--- config.mk ---
export PLATFORM = sky130hd
export DESIGN_NAME = mem_stage_flat
export DESIGN_NICKNAME = d
export VERILOG_FILES = /design/src/rtl/mem_stage_if.sv /design/src/rtl/mem_stage.sv /design/src/flat_wrapper.sv
export SDC_FILE = /design/constraint.sdc
export NUM_CORES = 1
export LEC_CHECK = 0
export ABC_AREA = 1
export CORE_ASPECT_RATIO = 0.8
export CORE_MARGIN = 2
export CORE_UTILIZATION = 44
export DETAILED_ROUTE_END_ITERATION = 6
export PLACE_DENSITY_LB_ADDON = 0.12
export SLEW_MARGIN = 20
export SYNTH_ARGS = -nofsm -noshare
export SYNTH_HDL_FRONTEND = slang
export SYNTH_SLANG_ARGS = --single-unit
export TNS_END_PERCENT = 50
--- constraint.sdc ---
create_clock -name clk -period 6.4 [get_ports clk]
set_input_delay 0.96 -clock clk [delete_from_list [all_inputs] [get_ports clk]]
set_output_delay 0.96 -clock clk [all_outputs]
set_load 0.05 [all_outputs]
--- src/rtl/mem_stage_if.sv ---
// Data-memory bus between the memory stage (master) and the data memory (slave).
// The request fields are held stable from the start of an access until dmem_ack.
interface mem_stage_if;
    logic        dmem_req;
    logic        dmem_we;
    logic [31:0] dmem_addr;
    logic [3:0]  dmem_be;
    logic [31:0] dmem_wdata;
    logic        dmem_ack;
    logic [31:0] dmem_rdata;

    modport master (
        output dmem_req, dmem_we, dmem_addr, dmem_be, dmem_wdata,
        input  dmem_ack, dmem_rdata
    );

    modport slave (
        input  dmem_req, dmem_we, dmem_addr, dmem_be, dmem_wdata,
        output dmem_ack, dmem_rdata
    );
endinterface

--- src/rtl/mem_stage.sv ---
// Memory stage: EX/MEM register, req/ack load/store sequencing, pipeline stall and load extension.
// Optional MEM_MISALIGN_CHECK_EN: misaligned word/half accesses skip the bus and raise m_AdEL/m_AdES.
module mem_stage #(
    parameter logic [31:0] RESET_PC = 32'h0000_3000
) (
    input  logic        clk,
    input  logic        reset,
    input  logic [31:0] e_PC,
    input  logic [31:0] e_Instr,
    input  logic        e_RegWrite,
    input  logic [4:0]  e_WriteReg,
    input  logic [31:0] e_Eout,
    input  logic [31:0] e_RD2,
    input  logic [3:0]  e_MemOp,
    mem_stage_if.master dmem,
    output logic        m_stall,
    output logic [31:0] EXMEM_Eout,
    output logic [1:0]  M_Tnew,
    output logic [31:0] m_PC,
    output logic [31:0] m_Instr,
    output logic        m_RegWrite,
    output logic [4:0]  m_WriteReg,
`ifdef MEM_MISALIGN_CHECK_EN
    output logic        m_AdEL,
    output logic        m_AdES,
`endif
    output logic [31:0] m_Mout
);

    typedef enum logic [3:0] {
        OP_NONE = 4'd0, OP_LW = 4'd1, OP_LH = 4'd2, OP_LHU = 4'd3, OP_LB = 4'd4,
        OP_LBU  = 4'd5, OP_SW = 4'd6, OP_SH = 4'd7, OP_SB  = 4'd8
    } mem_op_e;

    typedef enum logic [1:0] {IDLE, WAIT, DONE} state_e;

    state_e      state, state_nx;
    logic [31:0] exmem_pc, exmem_instr, exmem_rd2;
    logic        exmem_regwrite;
    logic [4:0]  exmem_writereg;
    logic [3:0]  exmem_memop;
    logic [31:0] load_buf, load_ext;
    logic        is_load, is_store, is_word, is_half, is_byte, sign_ext;
    logic        misalign, bus_req, capture, done_fault;
    logic [3:0]  be_calc;
    logic [31:0] wdata_calc;
    logic [7:0]  rd_byte;
    logic [15:0] rd_half;

    always_ff @(posedge clk or posedge reset) begin
        if (reset) begin
            exmem_pc       <= RESET_PC;
            exmem_instr    <= '0;
            EXMEM_Eout     <= '0;
            exmem_rd2      <= '0;
            exmem_writereg <= '0;
            exmem_regwrite <= 1'b0;
            exmem_memop    <= '0;
        end else if (!m_stall) begin
            exmem_pc       <= e_PC;
            exmem_instr    <= e_Instr;
            EXMEM_Eout     <= e_Eout;
            exmem_rd2      <= e_RD2;
            exmem_writereg <= e_WriteReg;
            exmem_regwrite <= e_RegWrite;
            exmem_memop    <= e_MemOp;
        end
    end

    always_comb begin
        is_load  = 1'b0;
        is_store = 1'b0;
        is_word  = 1'b0;
        is_half  = 1'b0;
        is_byte  = 1'b0;
        sign_ext = 1'b0;
        case (exmem_memop)
            OP_LW:  begin is_load  = 1'b1; is_word = 1'b1; end
            OP_LH:  begin is_load  = 1'b1; is_half = 1'b1; sign_ext = 1'b1; end
            OP_LHU: begin is_load  = 1'b1; is_half = 1'b1; end
            OP_LB:  begin is_load  = 1'b1; is_byte = 1'b1; sign_ext = 1'b1; end
            OP_LBU: begin is_load  = 1'b1; is_byte = 1'b1; end
            OP_SW:  begin is_store = 1'b1; is_word = 1'b1; end
            OP_SH:  begin is_store = 1'b1; is_half = 1'b1; end
            OP_SB:  begin is_store = 1'b1; is_byte = 1'b1; end
            default: ;
        endcase
    end

`ifdef MEM_MISALIGN_CHECK_EN
    assign misalign = (is_word && (EXMEM_Eout[1:0] != 2'b00)) || (is_half && EXMEM_Eout[0]);
`else
    assign misalign = 1'b0;
`endif

    always_comb begin
        be_calc    = '0;
        wdata_calc = exmem_rd2;
        if (is_word) begin
            be_calc = 4'b1111;
        end else if (is_half) begin
            be_calc    = EXMEM_Eout[1] ? 4'b1100 : 4'b0011;
            wdata_calc = {2{exmem_rd2[15:0]}};
        end else if (is_byte) begin
            be_calc    = 4'b0001 << EXMEM_Eout[1:0];
            wdata_calc = {4{exmem_rd2[7:0]}};
        end
    end

    always_comb begin
        rd_byte  = dmem.dmem_rdata[8*EXMEM_Eout[1:0] +: 8];
        rd_half  = EXMEM_Eout[1] ? dmem.dmem_rdata[31:16] : dmem.dmem_rdata[15:0];
        load_ext = dmem.dmem_rdata;
        if (is_half)
            load_ext = {{16{sign_ext & rd_half[15]}}, rd_half};
        else if (is_byte)
            load_ext = {{24{sign_ext & rd_byte[7]}}, rd_byte};
    end

    always_ff @(posedge clk or posedge reset) begin
        if (reset) state <= IDLE;
        else       state <= state_nx;
    end

    // A misaligned access still stalls in IDLE so the faulting instruction stays in EX/MEM for DONE.
    always_comb begin
        state_nx = state;
        bus_req  = 1'b0;
        m_stall  = 1'b0;
        capture  = 1'b0;
        case (state)
            IDLE: if (is_load || is_store) begin
                m_stall = 1'b1;
                if (misalign) begin
                    state_nx = DONE;
                end else begin
                    bus_req = 1'b1;
                    if (dmem.dmem_ack) begin
                        state_nx = DONE;
                        capture  = is_load;
                    end else begin
                        state_nx = WAIT;
                    end
                end
            end
            WAIT: begin
                bus_req = 1'b1;
                m_stall = 1'b1;
                if (dmem.dmem_ack) begin
                    state_nx = DONE;
                    capture  = is_load;
                end
            end
            DONE:    state_nx = IDLE;
            default: state_nx = IDLE;
        endcase
    end

    always_ff @(posedge clk or posedge reset) begin
        if (reset)        load_buf <= '0;
        else if (capture) load_buf <= load_ext;
    end

    assign done_fault = (state == DONE) && misalign;

    assign dmem.dmem_req   = bus_req;
    assign dmem.dmem_we    = bus_req & is_store;
    assign dmem.dmem_be    = bus_req ? be_calc : 4'b0000;
    assign dmem.dmem_addr  = {EXMEM_Eout[31:2], 2'b00};
    assign dmem.dmem_wdata = wdata_calc;

`ifdef MEM_MISALIGN_CHECK_EN
    assign m_AdEL = done_fault & is_load;
    assign m_AdES = done_fault & is_store;
`endif

    assign M_Tnew     = {1'b0, is_load && (state != DONE)};
    assign m_PC       = exmem_pc;
    assign m_Instr    = exmem_instr;
    assign m_RegWrite = exmem_regwrite & ~m_stall & ~done_fault;
    assign m_WriteReg = m_stall ? 5'd0 : exmem_writereg;
    assign m_Mout     = done_fault ? 32'd0 :
                        ((state == DONE) && is_load) ? load_buf : EXMEM_Eout;

endmodule
--- src/flat_wrapper.sv ---
// flat-port wrapper written by rule: the top's interface ports become plain ports
module mem_stage_flat 
#(
    parameter logic [31:0] RESET_PC = 32'h0000_3000
)
  (clk, reset, e_PC, e_Instr, e_RegWrite, e_WriteReg, e_Eout, e_RD2, e_MemOp, m_stall, EXMEM_Eout, M_Tnew, m_PC, m_Instr, m_RegWrite, m_WriteReg, m_Mout, dmem_dmem_req, dmem_dmem_we, dmem_dmem_addr, dmem_dmem_be, dmem_dmem_wdata, dmem_dmem_ack, dmem_dmem_rdata);
  mem_stage_if dmem_i ();
  input  logic clk;
  input  logic reset;
  input  logic [31:0] e_PC;
  input  logic [31:0] e_Instr;
  input  logic e_RegWrite;
  input  logic [4:0] e_WriteReg;
  input  logic [31:0] e_Eout;
  input  logic [31:0] e_RD2;
  input  logic [3:0] e_MemOp;
  output logic m_stall;
  output logic [31:0] EXMEM_Eout;
  output logic [1:0] M_Tnew;
  output logic [31:0] m_PC;
  output logic [31:0] m_Instr;
  output logic m_RegWrite;
  output logic [4:0] m_WriteReg;
  output logic [31:0] m_Mout;
  output wire logic [$bits(dmem_i.dmem_req)-1:0] dmem_dmem_req;
  output wire logic [$bits(dmem_i.dmem_we)-1:0] dmem_dmem_we;
  output wire logic [$bits(dmem_i.dmem_addr)-1:0] dmem_dmem_addr;
  output wire logic [$bits(dmem_i.dmem_be)-1:0] dmem_dmem_be;
  output wire logic [$bits(dmem_i.dmem_wdata)-1:0] dmem_dmem_wdata;
  input wire logic [$bits(dmem_i.dmem_ack)-1:0] dmem_dmem_ack;
  input wire logic [$bits(dmem_i.dmem_rdata)-1:0] dmem_dmem_rdata;
  assign dmem_dmem_req = dmem_i.dmem_req;
  assign dmem_dmem_we = dmem_i.dmem_we;
  assign dmem_dmem_addr = dmem_i.dmem_addr;
  assign dmem_dmem_be = dmem_i.dmem_be;
  assign dmem_dmem_wdata = dmem_i.dmem_wdata;
  assign dmem_i.dmem_ack = dmem_dmem_ack;
  assign dmem_i.dmem_rdata = dmem_dmem_rdata;
  mem_stage #(.RESET_PC(RESET_PC)) u_core (.clk(clk), .reset(reset), .e_PC(e_PC), .e_Instr(e_Instr), .e_RegWrite(e_RegWrite), .e_WriteReg(e_WriteReg), .e_Eout(e_Eout), .e_RD2(e_RD2), .e_MemOp(e_MemOp), .dmem(dmem_i), .m_stall(m_stall), .EXMEM_Eout(EXMEM_Eout), .M_Tnew(M_Tnew), .m_PC(m_PC), .m_Instr(m_Instr), .m_RegWrite(m_RegWrite), .m_WriteReg(m_WriteReg), .m_Mout(m_Mout));
endmodule
==> results of run 1 <==
## synthesized netlist by cell type
master	instances	area, sq um
nor2_1	105	394.1
clkbuf_1	26	97.59
inv_1	41	153.9
nand3_1	182	910.9
dfstp_2	2	52.55
buf_6	18	202.7
inv_2	6	22.52
o211ai_1	11	82.58
nand2_1	531	1993
dfrtp_1	170	4254
nand3_4	1	17.52
nor2_2	1	6.260
o21ai_0	17	85.08
nand2_2	5	31.28
nand2_4	1	11.26
a21oi_1	18	90.09
nand4_1	23	143.9
o21ai_1	1	5.000
nand2_8	1	20.02
buf_2	26	130.1
conb_1	1	3.750
nor2_4	1	11.26
buf_4	55	412.9
## state kept, by name (all words and copies together), names as in the netlist
| signal | flops |
|---|---|
| u_core.exmem_regwrite | 1 |
| u_core.m_PC | 32 |
| u_core.exmem_memop | 4 |
| u_core.exmem_writereg | 5 |
| u_core.exmem_rd2 | 32 |
| u_core.m_Instr | 32 |
| u_core.state | 2 |
| u_core.EXMEM_Eout | 32 |
| u_core.load_buf | 32 |
## critical path, stage by stage, from the launching register on
cell and delay, ns:
dfrtp_1 0.42, inv_2 0.09, nor2_2 0.05, nand2_2 0.45
nand2_2 0.49, inv_1 0.25, nand2_4 0.39, nand2_4 0.66
inv_2 0.26, nor2_1 0.15, clkdlybuf4s50_1 0.84
## logic make-up after synthesis
kind of cell / synth area share (%)
AO/OA/AOI/OAI: 2.877
buffers and inverters: 11.17
flip-flops: 47.16
other: 0.04106
AND/OR/NAND/NOR: 38.76
## worst max path at each step
stage / from / endpoint / slack (ns)
after floorplan: reset / u_core.EXMEM_Eout[0]$_DFFE_PP0N_ / 0.78
after global placement: u_core.exmem_memop[2]$_DFFE_PP0N_ / m_WriteReg[3] / 1.45
after detailed placement: u_core.exmem_memop[2]$_DFFE_PP0N_ / m_WriteReg[3] / 1.40
after CTS: u_core.exmem_memop[2]$_DFFE_PP0N_ / m_RegWrite / 0.93
after global routing: u_core.exmem_memop[2]$_DFFE_PP0N_ / m_WriteReg[0] / 0.59
final: u_core.exmem_memop[2]$_DFFE_PP0N_ / m_WriteReg[3] / 0.93
## area by class of cell
type	instances	area, sq um	area share (%)
Inverter	47	183.9	1.402
Clock inverter	14	183.9	1.402
Timing Repair Buffer	385	3851	29.35
Clock buffer	18	429.2	3.271
Tap cell	269	336.6	2.565
Sequential cell	172	4307	32.82
Multi-Input combinational cell	901	3829	29.18
## layer usage
metal,track usage (%),vias up
met4,8.213,4
met3,7.868,47
met5,0,-
met2,46.32,338
li1,-,4445
met1,35.30,4240
## per-stage QoR
| step | worst slack, ns | cell area, sq um | cells | hold WS (ns) | util, % |
|---|---|---|---|---|---|
| after floorplan | 0.7832 | 9140 | 1245 | 0.4755 | - |
| final | 0.9322 | 13120 | 1806 | 0.4925 | 63.93 |
| after detailed placement | 1.403 | 12480 | 1773 | 0.4828 | 60.81 |
| after global routing | 0.5866 | 13120 | 1806 | 0.5217 | 63.93 |
| after global placement | 1.449 | 12480 | 1773 | 0.4749 | 60.79 |
| after CTS | 0.9275 | 13090 | 1805 | 0.4965 | 63.79 |
==> summary.txt, run 1 <==
Outcome
  – Status: finished, final reports clean

Drt
  – Pre-antenna DRT Iters: 5
  – Via count: 9074
  – Detailed router's first-iteration violation count: 829
  – Wire length on met3: 2460 um
  – Post-route DRC: 0
  – Met2 routed wirelength: 14840 um
  – Vias per cell: 5.024
  – WL/cell: 16.98 um
  – Max Used Layer: met5
  – Final ANT Viol Nets: 0
  – Post-route met1 wirelength: 12700 um
  – Total Wirelength: 30670 um

GRT
  – Total grt overflow: 0
  – Antenna violations before repair: 3
  – First-pass GRT wire length: 47270 um
  – Largest net degree at the start of global routing: 107
  – Vias in the first global route: 8728
  – GR Util All Layers: 27.84%

CTS
  – Post-CTS sizing: 0
  – Root Buffer: clkbuf_16
  – TritonCTS clock tree: done
  – Postcts setup bufs: 0
  – Sink Count: 172
  – Num CTS Buffers: 17
  – Cts hold-fix bufs: 0
  – Clock Latency Late Sink: 0.43 ns
  – H-tree levels: 4
  – Clk buf depth: 2
  – Reg clk slew, reported paths: 0.07 ns

Setup path
  – CP arrival: 4.51 ns
  – Worst Setup Start Kind: flop
  – FF-to-FF Start: u_core.exmem_memop[2]$_DFFE_PP0N_
  – CP max FO: 58
  – Reg2reg setup slack: 2.35 ns
  – CP Capture Type: output port
  – Reg2Reg Depth: 10
  – Worst r2r dst: u_core.EXMEM_Eout[11]$_DFFE_PP0N_
  – CP required: 5.44 ns
  – Setup CP Type: reg2out

Finish
  – Net count, final: 1697
  – Filler cells: 1828
  – Fraction of layout cells with a size suffix above 1: 4.034%
  – Commonest non-fill, non-tap cell in the layout: nand2_1
  – Number of antenna diodes: 0
  – Area Growth Syn to Fin: 43.66%
  – Most frequent cells in the layout: nand2_1 (530), clkdlybuf4s50_1 (376), nand3_1 (182), dfrtp_1 (170), nor2_1 (104)

STA
  – Slew Viols, Final: 0
  – Final hold viol count: 0
  – Final critical-path required period: 5.468 ns
  – Slew headroom: 36.03%
  – Clk_skew: 0.01275 ns
  – RSZ-0062 raised after global routing: no
  – Setup TNS: 0 ns
  – Fmax: 182.9 MHz
  – Tightest Pin Transition: 0.9596 ns
  – Final cycle utilization of the critical path: 85.43%
  – # setup viols final: 0

Placed design
  – HPWL Detailed: 21360 um
  – PortBufs: 376
  – Final Wtd Congestion: 0.9044

Logic synthesis
  – Sequential element share of the synthesized area: 47.16%
  – Yosys reg bits: 172
  – Synthesized area per cell: 7.347 sq um
  – Syn Inst Count: 1243
  – Netlist cell types: 23
  – Mapped cell area: 9133 sq um
  – Yosys warns: 0

Hold path
  – HP Class: reg2reg
  – Hold depth: 2
  – Min-delay src: u_core.m_PC[12]$_DFFE_PP1N_
  – Hold EP: u_core.m_PC[12]$_DFFE_PP1N_

Die
  – Starting density of the core: 44.50%
  – Ports: 380
  – Row count: 47
  – Die span in x: 165.1 um
  – Full die area: 21930 sq um
  – Die H: 132.9 um
  – Core area: 20520 sq um

Job
  – # Max-Cap Violations: 0
Power of run 1 is left out: the tool's default activity adds up to more than one toggle a clock period on the data nets, which glitch-free logic cannot reach.
==> run 2: changes to the inputs <==
==> constraint.sdc (replaced) <==
create_clock -name clk -period 5.7 [get_ports clk]
set_input_delay 0.855 -clock clk [delete_from_list [all_inputs] [get_ports clk]]
set_output_delay 0.855 -clock clk [all_outputs]
set_load 0.05 [all_outputs]
==> summary.txt, run 2 (synthesis results as in run 1) <==
Finish
  – Most frequent cells in the layout: nand2_1 (531), clkdlybuf4s50_1 (376), nand3_1 (182), dfrtp_1 (170), nor2_1 (104)
  – Area Growth Syn to Fin: 44.12%
  – Multi-input logic area: 3826 sq um (about the same)
  – Non-Filler Instances: 1811 (+0.28%)
  – Commonest non-fill, non-tap cell in the layout: nand2_1
  – Net count, final: 1703 (+0.35%)
  – Fraction of layout cells with a size suffix above 1: 4.280% (+0.25 points)
  – Seq. cell area: 4307 sq um (unchanged)
  – Number of antenna diodes: 0 (unchanged)
  – Filler cells: 1879 (+2.8%)

Die
  – Die H: 132.9 um (unchanged)
  – Starting density of the core: 44.50% (unchanged)
  – Core area: 20520 sq um (unchanged)
  – Full die area: 21930 sq um (unchanged)
  – Row count: 47 (unchanged)
  – Ports: 380 (unchanged)
  – Die span in x: 165.1 um (unchanged)

STA
  – RSZ-0062 raised after global routing: no
  – Final cycle utilization of the critical path: 81.70%
  – Slew headroom: 38.01% (+2.0 points)
  – Fmax: 214.7 MHz
  – Final hold viol count: 0 (unchanged)
  – Slew Viols, Final: 0 (unchanged)
  – # setup viols final: 0 (unchanged)
  – Tightest Pin Transition: 0.9298 ns (-0.02979 ns)
  – Final critical-path required period: 4.657 ns
  – Setup TNS: 0 ns (unchanged)
  – Clk_skew: 0.01107 ns (-0.001683 ns)

Setup path
  – Setup CP Type: reg2out
  – Reg2reg setup slack: 2.18 ns (-0.17 ns)
  – CP arrival: 3.80 ns (-0.71 ns)
  – CP max FO: 30 (-48%)
  – Reg2Reg Depth: 9 (-1)
  – Worst r2r dst: u_core.exmem_writereg[4]$_DFFE_PP0N_
  – CP required: 4.85 ns (-0.59 ns)
  – Worst Setup Start Kind: flop
  – CP Capture Type: output port
  – FF-to-FF Start: u_core.exmem_memop[3]$_DFFE_PP0N_

Hold path
  – HP Class: reg2reg
  – Hold EP: u_core.m_PC[12]$_DFFE_PP1N_
  – Hold depth: 2 (unchanged)
  – Min-delay src: u_core.m_PC[12]$_DFFE_PP1N_

CTS
  – Clk buf depth: 2 (unchanged)
  – Num CTS Buffers: 17 (unchanged)
  – Root Buffer: clkbuf_16
  – Post-CTS sizing: 0 (unchanged)
  – Sink Count: 172 (unchanged)
  – Clock Latency Late Sink: 0.43 ns (about the same)
  – Reg clk slew, reported paths: 0.07 ns (about the same)
  – Postcts setup bufs: 0 (unchanged)
  – H-tree levels: 4 (unchanged)
  – TritonCTS clock tree: done
  – Cts hold-fix bufs: 0 (unchanged)

GRT
  – Vias in the first global route: 8915 (+2.1%)
  – Antenna violations before repair: 1 (-2)
  – Largest net degree at the start of global routing: 107 (unchanged)
  – Total grt overflow: 0 (unchanged)
  – First-pass GRT wire length: 48380 um (+2.3%)
  – GR Util All Layers: 28.52% (+0.68 points)

Placed design
  – HPWL Detailed: 21880 um (+2.4%)
  – Final Wtd Congestion: 0.8921 (-1.4%)
  – PortBufs: 376 (unchanged)
  – Dpl cells: 1779 (+0.34%)

Drt
  – Via count: 9205 (+1.4%)
  – Final ANT Viol Nets: 0 (unchanged)
  – Pre-antenna DRT Iters: 5 (unchanged)
  – Vias per cell: 5.083 (+1.2%)
  – Total Wirelength: 31340 um (+2.2%)
  – Detailed router's first-iteration violation count: 788 (-4.9%)
  – WL/cell: 17.30 um (+1.9%)
  – Post-route DRC: 0 (unchanged)

Job
  – # Max-Cap Violations: 0 (unchanged)

Outcome
  – Status: finished, final reports clean
[run 2: cell types whose count changed in the layout (fill, tap and decap cells not counted), sizes merged]
cell      previous run  this run
buf                  9        15
clkinvlp             3         2
[run 2: metrics by stage]
stage	area [sq um]	utilization, %	hold slack [ns]	setup slack, ns
global route	13160	64.13	0.5031	0.7629
detailed placement	12520	61.01	0.4781	1.457
floorplan	9140	-	0.4755	0.1882
global placement	12520	61.01	0.4748	1.583
finish	13160	64.13	0.4874	1.043
CTS	13130	63.99	0.4925	1.014
[run 2: worst max-delay path, stage by stage, from the launching register on]
cell,delay [ns]
dfrtp_1,0.45
nor2_2,0.16
nand2_2,0.36
nand2_2,0.57
inv_1,0.17
nand2_4,0.12
nand2_4,0.21
buf_4,0.33
a21oi_1,0.17
clkdlybuf4s50_1,0.82
[run 2: cell type report]
class / count / share of cell area (%)
inverters: 47 / 1.397
clock buffers: 18 / 3.261
flip-flops and latches: 172 / 32.72
multi-input cells: 901 / 29.07
well taps: 269 / 2.557
repair buffers: 391 / 29.60
clock inverters: 13 / 1.388
[run 2: routing by layer]
metal	up-vias	track usage [%]	share of wire (%)	wire length (um)
met1	4304	36.59	41	12790
met4	2	7.536	1.9	608
met2	400	47.57	49	15220
met3	50	7.806	8.6	2707
li1	4449	-	-	-
met5	-	0	0.041	13
[run 2: how the worst max path moves through the flow]
stage / startpoint / to / slack (ns)
after global placement: u_core.exmem_memop[3]$_DFFE_PP0N_ / dmem_dmem_be[1] / 1.58
after CTS: u_core.exmem_memop[3]$_DFFE_PP0N_ / dmem_dmem_be[1] / 1.01
after global routing: u_core.exmem_memop[2]$_DFFE_PP0N_ / dmem_dmem_be[1] / 0.76
final: u_core.exmem_memop[3]$_DFFE_PP0N_ / dmem_dmem_be[1] / 1.04
after floorplan: reset / u_core.EXMEM_Eout[0]$_DFFE_PP0N_ / 0.19
after detailed placement: u_core.exmem_memop[3]$_DFFE_PP0N_ / dmem_dmem_be[1] / 1.46
Power of run 2 is left out for the same reason.
